$ cat config.mk
export PLATFORM = sky130hd
export DESIGN_NAME = load_store_unit
export DESIGN_NICKNAME = d
export VERILOG_FILES = /design/src/rtl/lsu_pkg.sv /design/src/rtl/lsu_align.sv /design/src/rtl/load_store_unit.sv
export SDC_FILE = /design/constraint.sdc
export NUM_CORES = 1
export LEC_CHECK = 0
export BUFFER_PORTS_ARGS = -buffer_cell sky130_fd_sc_hd__clkbuf_2
export CAP_MARGIN = 0
export CORE_MARGIN = 3
export CORE_UTILIZATION = 40
export CTS_BUF_LIST = sky130_fd_sc_hd__clkbuf_8 sky130_fd_sc_hd__clkbuf_16
export CTS_CLUSTER_SIZE = 10
export DETAILED_ROUTE_END_ITERATION = 10
export PLACE_DENSITY = 0.73
export SLEW_MARGIN = 10
export SYNTH_ARGS = -nofsm -noshare
export SYNTH_HDL_FRONTEND = slang
export SYNTH_SLANG_ARGS = --single-unit
$ cat constraint.sdc
create_clock -name clk -period 4 [get_ports clk]
set_input_delay 0.8 -clock clk [delete_from_list [all_inputs] [get_ports clk]]
set_output_delay 0.8 -clock clk [all_outputs]
set_load 0.01 [all_outputs]
$ cat src/rtl/lsu_pkg.sv
// Shared types and funct3 encodings for the RV32I load/store unit.
// Build option: LSU_MISALIGN_TRAP_EN enables misaligned-access trapping.
package lsu_pkg;

    localparam logic [2:0] F3_LB  = 3'b000;
    localparam logic [2:0] F3_LH  = 3'b001;
    localparam logic [2:0] F3_LW  = 3'b010;
    localparam logic [2:0] F3_LBU = 3'b100;
    localparam logic [2:0] F3_LHU = 3'b101;
    localparam logic [2:0] F3_SB  = 3'b000;
    localparam logic [2:0] F3_SH  = 3'b001;
    localparam logic [2:0] F3_SW  = 3'b010;

    typedef enum logic [1:0] {
        IDLE = 2'd0,
        BUSY = 2'd1,
        DONE = 2'd2
    } lsu_state_e;

    // Byte accesses never trap; 011/110/111 decode as word.
    function automatic logic is_misaligned(
        input logic [2:0] f3,
        input logic [1:0] a
    );
        logic r;
        case (f3[1:0])
            2'b00:   r = 1'b0;
            2'b01:   r = a[0];
            default: r = (a != 2'b00);
        endcase
        return r;
    endfunction

endpackage

$ cat src/rtl/lsu_align.sv
// Byte-lane steering: byte enables, store replication, load extraction.
// Purely combinational; low address bits beyond the access size are ignored.
module lsu_align
    import lsu_pkg::*;
(
    input  logic [2:0]  funct3,
    input  logic [1:0]  addr,
    input  logic [31:0] wdata,
    input  logic [31:0] rdata,
    output logic [3:0]  be,
    output logic [31:0] wdata_rep,
    output logic [31:0] rdata_ext
);

    logic        is_byte;
    logic        is_half;
    logic        uns;
    logic [7:0]  lane_b;
    logic [15:0] lane_h;

    assign is_byte = (funct3[1:0] == F3_LB[1:0]);
    assign is_half = (funct3[1:0] == F3_LH[1:0]);
    assign uns     = funct3[2];
    assign lane_b  = rdata[{addr, 3'b000} +: 8];
    assign lane_h  = addr[1] ? rdata[31:16] : rdata[15:0];

    always_comb begin
        be        = 4'b1111;
        wdata_rep = wdata;
        rdata_ext = rdata;
        unique case (1'b1)
            is_byte: begin
                be        = 4'b0001 << addr;
                wdata_rep = {4{wdata[7:0]}};
                rdata_ext = uns ? {24'b0, lane_b}
                                : {{24{lane_b[7]}}, lane_b};
            end
            is_half: begin
                be        = addr[1] ? 4'b1100 : 4'b0011;
                wdata_rep = {2{wdata[15:0]}};
                rdata_ext = uns ? {16'b0, lane_h}
                                : {{16{lane_h[15]}}, lane_h};
            end
            default: ;
        endcase
    end

endmodule

$ cat src/rtl/load_store_unit.sv
// RV32I load/store unit: valid/ack data-memory handshake with PC stall.
// Build option: LSU_MISALIGN_TRAP_EN adds the misaligned output and trap path.
module load_store_unit
    import lsu_pkg::*;
#(
    parameter int ADDR_W = 32
)
(
    input  logic              clk,
    input  logic              rst_n,
    input  logic              req_valid,
    input  logic              req_we,
    input  logic [2:0]        req_funct3,
    input  logic [ADDR_W-1:0] req_addr,
    input  logic [31:0]       req_wdata,
    output logic              stall,
    output logic [31:0]       load_data,
    output logic              load_valid,
    output logic              mem_req,
    output logic              mem_we,
    output logic [ADDR_W-1:0] mem_addr,
    output logic [31:0]       mem_wdata,
    output logic [3:0]        mem_be,
    input  logic              mem_ack,
    input  logic [31:0]       mem_rdata
`ifdef LSU_MISALIGN_TRAP_EN
    ,
    output logic              misaligned
`endif
);

    lsu_state_e        state;
    lsu_state_e        state_nx;
    logic              we_q;
    logic [2:0]        f3_q;
    logic [ADDR_W-1:0] addr_q;
    logic [31:0]       wdata_q;
    logic [3:0]        be_a;
    logic [31:0]       wdata_a;
    logic [31:0]       rdata_a;
    logic              trap;
    logic              take;

    assign take = (state == IDLE) && req_valid;

`ifdef LSU_MISALIGN_TRAP_EN
    logic mis_q;

    assign trap = is_misaligned(req_funct3, req_addr[1:0]);

    always_ff @(posedge clk or negedge rst_n) begin
        if (!rst_n) begin
            mis_q <= 1'b0;
        end else if (take) begin
            mis_q <= trap;
        end
    end

    assign misaligned = (state == DONE) && mis_q;
`else
    assign trap = 1'b0;
`endif

    lsu_align u_align (
        .funct3    (f3_q),
        .addr      (addr_q[1:0]),
        .wdata     (wdata_q),
        .rdata     (mem_rdata),
        .be        (be_a),
        .wdata_rep (wdata_a),
        .rdata_ext (rdata_a)
    );

    always_ff @(posedge clk or negedge rst_n) begin
        if (!rst_n) begin
            state <= IDLE;
        end else begin
            state <= state_nx;
        end
    end

    always_comb begin
        state_nx = state;
        unique case (state)
            IDLE: begin
                if (req_valid) begin
                    state_nx = trap ? DONE : BUSY;
                end
            end
            BUSY: begin
                if (mem_ack) begin
                    state_nx = DONE;
                end
            end
            DONE:    state_nx = IDLE;
            default: state_nx = IDLE;
        endcase
    end

    always_ff @(posedge clk or negedge rst_n) begin
        if (!rst_n) begin
            we_q      <= 1'b0;
            f3_q      <= 3'b000;
            addr_q    <= '0;
            wdata_q   <= 32'h0;
            load_data <= 32'h0;
        end else begin
            if (take) begin
                we_q    <= req_we;
                f3_q    <= req_funct3;
                addr_q  <= req_addr;
                wdata_q <= req_wdata;
            end
            if ((state == BUSY) && mem_ack && !we_q) begin
                load_data <= rdata_a;
            end
        end
    end

    // Memory-side outputs are zero outside BUSY so idle buses stay quiet.
    always_comb begin
        stall      = 1'b0;
        load_valid = 1'b0;
        mem_req    = 1'b0;
        mem_we     = 1'b0;
        mem_addr   = '0;
        mem_wdata  = 32'h0;
        mem_be     = 4'b0000;
        unique case (state)
            IDLE: stall = req_valid;
            BUSY: begin
                stall     = 1'b1;
                mem_req   = 1'b1;
                mem_we    = we_q;
                mem_addr  = {addr_q[ADDR_W-1:2], 2'b00};
                mem_wdata = wdata_a;
                mem_be    = be_a;
            end
            DONE: begin
`ifdef LSU_MISALIGN_TRAP_EN
                load_valid = !we_q && !mis_q;
`else
                load_valid = !we_q;
`endif
            end
            default: ;
        endcase
    end

endmodule

==> results.toml, run 1 <==
[floorplanning]
rows = 40
die_area_um2 = 14100
die_h_um = 119
coreArea_um2 = 12200
initial_core_util_pct = 41.8
die_w_um = 119
ios = 208

[critical_path]
path_class = "register to output port"
worst-r2r-cell-count = 3
worstSetupEndpointType = "output port"
start_kind = "register"
crit_fanout = 25
crit_arrival_ps = 2180
critPathRequiredTime_ps = 3200
regToRegSetupSlack_ps = 1810

[synthesis]
synth_seq_area_share_pct = 50.0
synth_compound_area_share_pct = 10.7
syn_area_um2 = 5100
synth-edff-count = 0
synthArstFlopShare_pct = 100
synth_top_family_by_area = "multiplexers"
synthMuxAreaShare_pct = 19.9
synthCells = 483
synth_warnings = 0
synth_adder_area_share_pct = 0
avgSynthCellArea_um2 = 10.6
ys.flop_type = "dfrtp_1"
synth_xor_area_share_pct = 0
yosys.area_share.simple_pct = 14.8
synthDistinctLibCells = 35
ys_ff_latch = 102

[clock_tree]
path_clk_slew_ps = 70
cts_num_sinks = 102
cts-htree-levels = 3
clockBufferDepth = 2
cts-root-buf = "clkbuf_16"
cts_hold_buf = 0
clock_latency_ps = 350
post_cts_buffers = 0
cts_buffers = 9
cts_resized = 0
cts_tree = "built"

[timing]
clock-skew-final_ps = 7.13
worst_slew_pin_slew_ps = 1050
timing.fmax_mhz = 335
period_share_pct = 74.6
hold_violations = 0
setup_tns_ps = 0
maxSlewViolCount = 0
rsz0062_at_grt = "false"
fin_hold_ws_ps = 502
setup_violations = 0
post-route-min-period_ps = 2980
fin_ws_ps = 1020
slew_headroom_pct = 30.2

[cells_and_area]
nNetsFinal = 772
fin_cells = 841
antenna_cells = 0
syn_to_final_growth_pct = 28.0
final_common_cell = "clkbuf_2"
final_cell_mix = "clkbuf_2 (204), dfrtp_1 (101), mux2_2 (67), nor2_1 (54), nand2_1 (42)"
drive_above_1_share_pct = 45.2

[pwr]
leakage_nw = 3.17
power_density_nw_per_um2 = 759
total_power_mw = 4.96
vdd_drop_max_mv = 0.353

[global_route]
grt_util_all_layers_pct = 21.0
grt_antenna_before_repair = 0
grt_max_degree = 82
grt_overflow = 0
grt_pass1_vias = 4450
grt_pass1_wl_um = 23700

[detailed_routing]
drc = 0
totalWireLength_um = 14700
ant_nets = 0
via_per_inst = 5.24
wire_per_inst_um = 17.5
drtIter0Drc = 300
dr.pass1.iters = 6
num_vias = 4410

[min_path]
holdPathStages = 1
worst_hold_path_type = "register to register"

[placed_design]
portBuffers = 205
post-place-ws_ps = 1380
dp_hpwl_um = 10700
place_inst = 825
routabilityCongestion = 0.873

[flow_run]
cap_violations = 0

[outcome]
status = "completed"
## area by class of cell
class	count	area (um2)
clock buffers	11	253
well taps	168	210
fillers	1117	5680
repair buffers	213	1090
clock inverters	5	65.1
multi-input cells	336	2330
inverters	6	22.5
flip-flops and latches	102	2550
## final timing paths
| path | start | to |
|---|---|---|
| max | f3_q[1] | mem_wdata[11] |
| min in group asynchronous | rst_n | addr_q[25] |
| max reg2reg | addr_q[1] | load_data[25] |
| min | addr_q[9] | addr_q[9] |
| min reg2reg | addr_q[9] | addr_q[9] |
| max in group asynchronous | rst_n | wdata_q[27] |
## logic make-up (layout without fill, tap and decap cells)
| kind of cell | count (synthesis) | after routing |
|---|---|---|
| buffers and inverters | 46 | 235 |
| AND/OR/NAND/NOR | 153 | 153 |
| AO/OA/AOI/OAI | 89 | 89 |
| multiplexers | 92 | 92 |
| other | 1 | 2 |
| flip-flops | 102 | 102 |
## routing by layer
layer / global-route usage, % / vias to the layer above / part of all wire (%)
met1: 26.6 / 2145 / 42
met4: 7.75 / 0 / 1.9
met5: 0 / - / 0
li1: - / 2042 / -
met2: 34.5 / 199 / 49
met3: 5.70 / 24 / 7.7
## stage by stage
| step | instance area (um2) | util, % |
|---|---|---|
| after floorplan | 5100 | - |
| after detailed placement | 6210 | 50.9 |
| after CTS | 6530 | 53.5 |
| final | 6530 | 53.5 |
| after global placement | 6210 | 50.9 |
| after global routing | 6530 | 53.5 |
## power breakdown
group,total [mW],internal [mW],switching (mW)
Combinational,2.16,1.01,1.15
Sequential,1.86,1.50,0.367
Clock,0.933,0.527,0.406
## synthesized netlist by cell type, types with 2 or more instances
cell type,n,area [um2]
dfrtp_1,102,2550
mux2_2,67,754
nor2_1,54,203
nand2_1,42,158
and2_1,40,250
a21oi_1,32,160
mux2i_1,24,240
buf_2,19,95.1
o21ai_0,17,85.1
a31oi_1,16,100
clkbuf_1,14,52.6
a221oi_1,7,61.3
o22a_1,7,61.3
buf_4,6,45.0
inv_1,6,22.5
nor4bb_1,6,60.1
nor3b_1,3,22.5
o22ai_1,3,18.8
nand2b_1,2,12.5
## registers in the layout, summed over array words and instances, names as in the netlist
register   cells
state          2
load_data     32
addr_q        32
we_q           1
f3_q           3
wdata_q       32
## critical path, cell delays in order, from the launching register on
cell	delay (ps)
dfrtp_2	580
nor2_1	760
nand2_1	140
a21oi_1	190
clkbuf_2	160
(Power assumes the default switching activity.)
==> run 2, diff against run 1 <==
Clock period 4 ns to 3 ns, I/O delays scaled along.
==> results.toml, run 2 (same netlist as run 1, synthesis figures left out) <==
[pwr]
power.internal_mw = 4.08
power_density_nw_per_um2 = 1010
leakage_nw = 3.17
switching_share_pct = 38.6
pwr-share-clk_pct = 19.1
combPwrFrac_pct = 43.0
power_frac_seq_pct = 37.9
p_sw_mw = 2.56
vdd_drop_max_mv = 0.445

[placed_design]
routabilityCongestion = 0.882
place_area_um2 = 6220
dp_hpwl_um = 10800
portBuffers = 205
post-place-ws_ps = 540

[timing]
maxSlewViolCount = 0
fin_hold_ws_ps = 344
hold_violations = 0
timing.fmax_mhz = 354
setup_violations = 0
worst_slew_pin_slew_ps = 942
slew_headroom_pct = 37.0
clock-skew-final_ps = 7.59
setup_tns_ps = 0
rsz0062_at_grt = "false"
post-route-min-period_ps = 2830
fin_ws_ps = 174
period_share_pct = 94.2

[critical_path]
path_buf_inv = 1
critPathSlowestCell = "nor2_1"
rr_startpoint = "addr_q[1]"
slowest_delay_ps = 800
path_class = "register to output port"
start_kind = "register"
crit_arrival_ps = 2230
crit_chain = "nor2_1 > nand2_1 > a21oi_1 > clkbuf_2"
startpoint = "f3_q[1]"
worstSetupEndpointType = "output port"
critPathRequiredTime_ps = 2400
crit_fanout = 26
crit_family = "simple AND/OR/NAND/NOR gates"

[floorplanning]
die_h_um = 119
rows = 40
initial_core_util_pct = 41.8
coreArea_um2 = 12200
die_area_um2 = 14100
ios = 208
die_w_um = 119

[clock_tree]
clockBufferDepth = 2
post_cts_buffers = 0
path_clk_slew_ps = 70
cts_resized = 0
cts_tree = "built"
cts_hold_buf = 0
cts-htree-levels = 3
clock_latency_ps = 350
cts_buffers = 9
cts_num_sinks = 102
cts-root-buf = "clkbuf_16"

[global_route]
grt_util_all_layers_pct = 20.7
grt_overflow = 0
grt_pass1_vias = 4484
grt_max_degree = 66
grt_antenna_before_repair = 0
grt_pass1_wl_um = 23200

[cells_and_area]
drive_above_1_share_pct = 45.1
final_cell_mix = "clkbuf_2 (204), dfrtp_1 (101), mux2_2 (67), nor2_1 (54), nand2_1 (42)"
nNetsFinal = 772
reg.largest.list = "addr_q: 32 flops, load_data: 32 flops, wdata_q: 32 flops"
fill_cells = 1128
syn_to_final_growth_pct = 28.3
final_common_cell = "clkbuf_2"
postLayoutCellArea_um2 = 6540
antenna_cells = 0

[detailed_routing]
via_per_inst = 5.27
num_vias = 4425
drtIter0Drc = 338
wire_per_inst_um = 17.3
dr.pass1.iters = 4
totalWireLength_um = 14600
ant_nets = 0
drc = 0

[flow_run]
cap_violations = 0

[min_path]
worst_hold_path_type = "input port to asynchronous set/reset pin"

[outcome]
status = "completed"
-- run 2: worst reg2reg max path: cells and delay by family, from the launching register on --
family / cells / cell delay, ps
compound gates: 2 / 820
mux: 1 / 630
flops: 1 / 670
-- run 2: final timing paths --
| path | endpoint | cells past startpoint | slack, ps |
|---|---|---|---|
| worst max-delay path | mem_wdata[11] | 4 | 170 |
| worst min-delay path | addr_q[29] | 1 | 340 |
| worst max register to register | load_data[21] | 3 | 730 |
| worst min register to register | addr_q[14] | 1 | 500 |
| max in group asynchronous | addr_q[28] | 2 | 1910 |
| min in group clk | state[0] | 2 | 450 |
-- run 2: through the flow --
stage / std cells / utilization (%) / total power, mW
finish: 840 / 53.6 / 6.64
global route: 840 / 53.6 / 7.12
CTS: 840 / 53.6 / 6.71
detailed placement: 825 / 51.0 / 5.42
global placement: 825 / 51.0 / 5.32
floorplan: 484 / - / 4.34
-- run 2: cell type report --
class                           instances  area, um2  share of cell area, %
Sequential cell                       102       2550                   39.0
Multi-Input combinational cell        336       2330                   35.7
Timing Repair Buffer                  213       1100                   16.8
Clock buffer                            9        225                   3.44
Tap cell                              168        210                   3.21
Clock inverter                          6       93.8                   1.43
Inverter                                6       22.5                  0.344
-- run 2: per-layer routing --
layer | global-route usage (%) | vias up | wire, um | part of all wire (%)
met5 | 0 | - | 0 | 0
met4 | 6.95 | 0 | 247 | 1.7
met3 | 5.56 | 20 | 1180 | 8.1
met2 | 34.5 | 185 | 7150 | 49
met1 | 26.0 | 2167 | 5980 | 41
li1 | - | 2053 | - | -
-- run 2: power groups by stage --
stage	clock network, mW	logic [mW]	registers (mW)
2_1_floorplan	0	1.92	2.42
3_3_place_gp	0	2.83	2.49
5_1_grt	1.36	3.15	2.61
4_1_cts	1.30	2.90	2.52
3_5_place_dp	0	2.88	2.54
6_report	1.27	2.86	2.51
==> run 3, diff against run 2 <==
Settings changed: CORE_UTILIZATION 40 to 49, PLACE_DENSITY 0.73 to 0.86.
==> results.toml, run 3 (same netlist as run 1, synthesis figures left out) <==
[cells_and_area]
fin_util_pct = 63.8
final_common_cell = "clkbuf_2"
syn_to_final_growth_pct = 24.6
reg.largest.list = "addr_q: 32 flops, load_data: 32 flops, wdata_q: 32 flops"
drive_above_1_share_pct = 44.8
final_cell_mix = "clkbuf_2 (204), dfrtp_1 (101), mux2_2 (67), nor2_1 (54), nand2_1 (42)"
nNetsFinal = 773
fill_cells = 818
fin_cells = 807
antenna_cells = 0

[detailed_routing]
drc = 0
via_per_inst = 5.52
ant_nets = 0
dr.pass1.iters = 7
wire_per_inst_um = 17.8
totalWireLength_um = 14400
num_vias = 4451
drtIter0Drc = 291

[global_route]
grt_overflow = 0
grt_util_all_layers_pct = 24.8
grt_pass1_wl_um = 22500
grt_pass1_vias = 4491
grt_max_degree = 65
grt_antenna_before_repair = 0

[placed_design]
routabilityCongestion = 0.865
post-place-ws_ps = 857
dp_hpwl_um = 10700
portBuffers = 205
place_inst = 791

[clock_tree]
cts_resized = 0
post_cts_buffers = 0
cts_tree = "built"
path_clk_slew_ps = 100
cts_hold_buf = 0
cts_num_sinks = 102
clockBufferDepth = 2
cts-htree-levels = 3
clock_latency_ps = 360
cts_buffers = 9
cts-root-buf = "clkbuf_8"

[pwr]
leakage_nw = 3.11
power_density_nw_per_um2 = 969
vdd_drop_max_mv = 0.436

[critical_path]
crit_fanout = 16
crit_chain = "buf_4 > mux2i_1 > nor2_1 > a21oi_1 > nor2_1 > clkbuf_2"
slowest_delay_ps = 650
worstSetupEndpointType = "output port"
critPathRequiredTime_ps = 2400
crit_arrival_ps = 1970
critPathSlowestCell = "dfrtp_1"
start_kind = "register"
path_class = "register to output port"
cpMostUsedCell = "nor2_1"

[min_path]
worst_hold_path_type = "input port to asynchronous set/reset pin"

[floorplanning]
initial_core_util_pct = 51.2
die_w_um = 108
rows = 36
ios = 208
die_h_um = 108
die_area_um2 = 11700
coreArea_um2 = 9950

[timing]
fin_ws_ps = 428
worst_slew_pin_slew_ps = 786
fin_hold_ws_ps = 277
slew_headroom_pct = 47.6
maxSlewViolCount = 0
hold_violations = 0
setup_tns_ps = 0
rsz0062_at_grt = "false"
setup_violations = 0
timing.fmax_mhz = 389
post-route-min-period_ps = 2570
clock-skew-final_ps = 6.74
period_share_pct = 85.7

[outcome]
status = "completed"

[flow_run]
cap_violations = 0
==> run 3: changes by cell type in the layout (fill, tap and decap cells not counted) <==
cell / before / now
buf_4: 8 / 9
clkinvlp_4: 1 / 2
clkinv_2: 0 / 1
inv_1: 6 / 9
bufinv_16: 2 / 0
clkbuf_16: 9 / 0
inv_6: 3 / 0
clkbuf_8: 0 / 10
==> run 3: layout make-up <==
cell class / count / area, um2 / share of cell area, %
multi-input combinational: 336 / 2330 / 36.7
clock buffer: 10 / 138 / 2.17
sequential: 102 / 2550 / 40.2
inverter: 6 / 22.5 / 0.354
timing repair buffer: 214 / 1110 / 17.4
tap: 133 / 166 / 2.62
clock inverter: 6 / 31.3 / 0.492
==> run 3: where the power goes <==
part	total (mW)	leakage [nW]	switching, mW	internal [mW]
Combinational	2.90	1.84	1.54	1.35
Clock	0.770	0.0921	0.455	0.315
Sequential	2.49	1.18	0.497	1.99
==> run 3: stage by stage <==
step	cell area (um2)	total power, mW
floorplan	5100	4.34
global route	6350	6.60
global placement	6190	5.29
CTS	6350	6.19
finish	6350	6.16
detailed placement	6190	5.41
==> run 3: path summary, 6_finish.rpt <==
path / startpoint / to / depth (start not counted) / slack, ps
worst max register to register: f3_q[0] / load_data[7] / 4 / 890
min in group clk: mem_ack / state[0] / 2 / 440
max in group asynchronous: rst_n / addr_q[29] / 2 / 2020
worst max-delay path: f3_q[0] / mem_wdata[31] / 6 / 430
worst min register to register: addr_q[27] / addr_q[27] / 1 / 510
worst min-delay path: rst_n / f3_q[1] / 1 / 280
==> run 3: layer usage <==
| layer | global-route usage [%] | up-vias | share of wire, % |
|---|---|---|---|
| met5 | 0 | - | 0 |
| met4 | 10.6 | 0 | 2.6 |
| met3 | 4.78 | 32 | 8.8 |
| met2 | 42.7 | 242 | 51 |
| met1 | 30.6 | 2135 | 38 |
| li1 | - | 2042 | - |
==> run 3: critical path, delay by kind of cell, from the launching register on <==
kind            cells  cell delay [ps]
compound gates      1              180
buf+inv             2              450
simple gates        2              140
flops               1              650
mux                 1              200
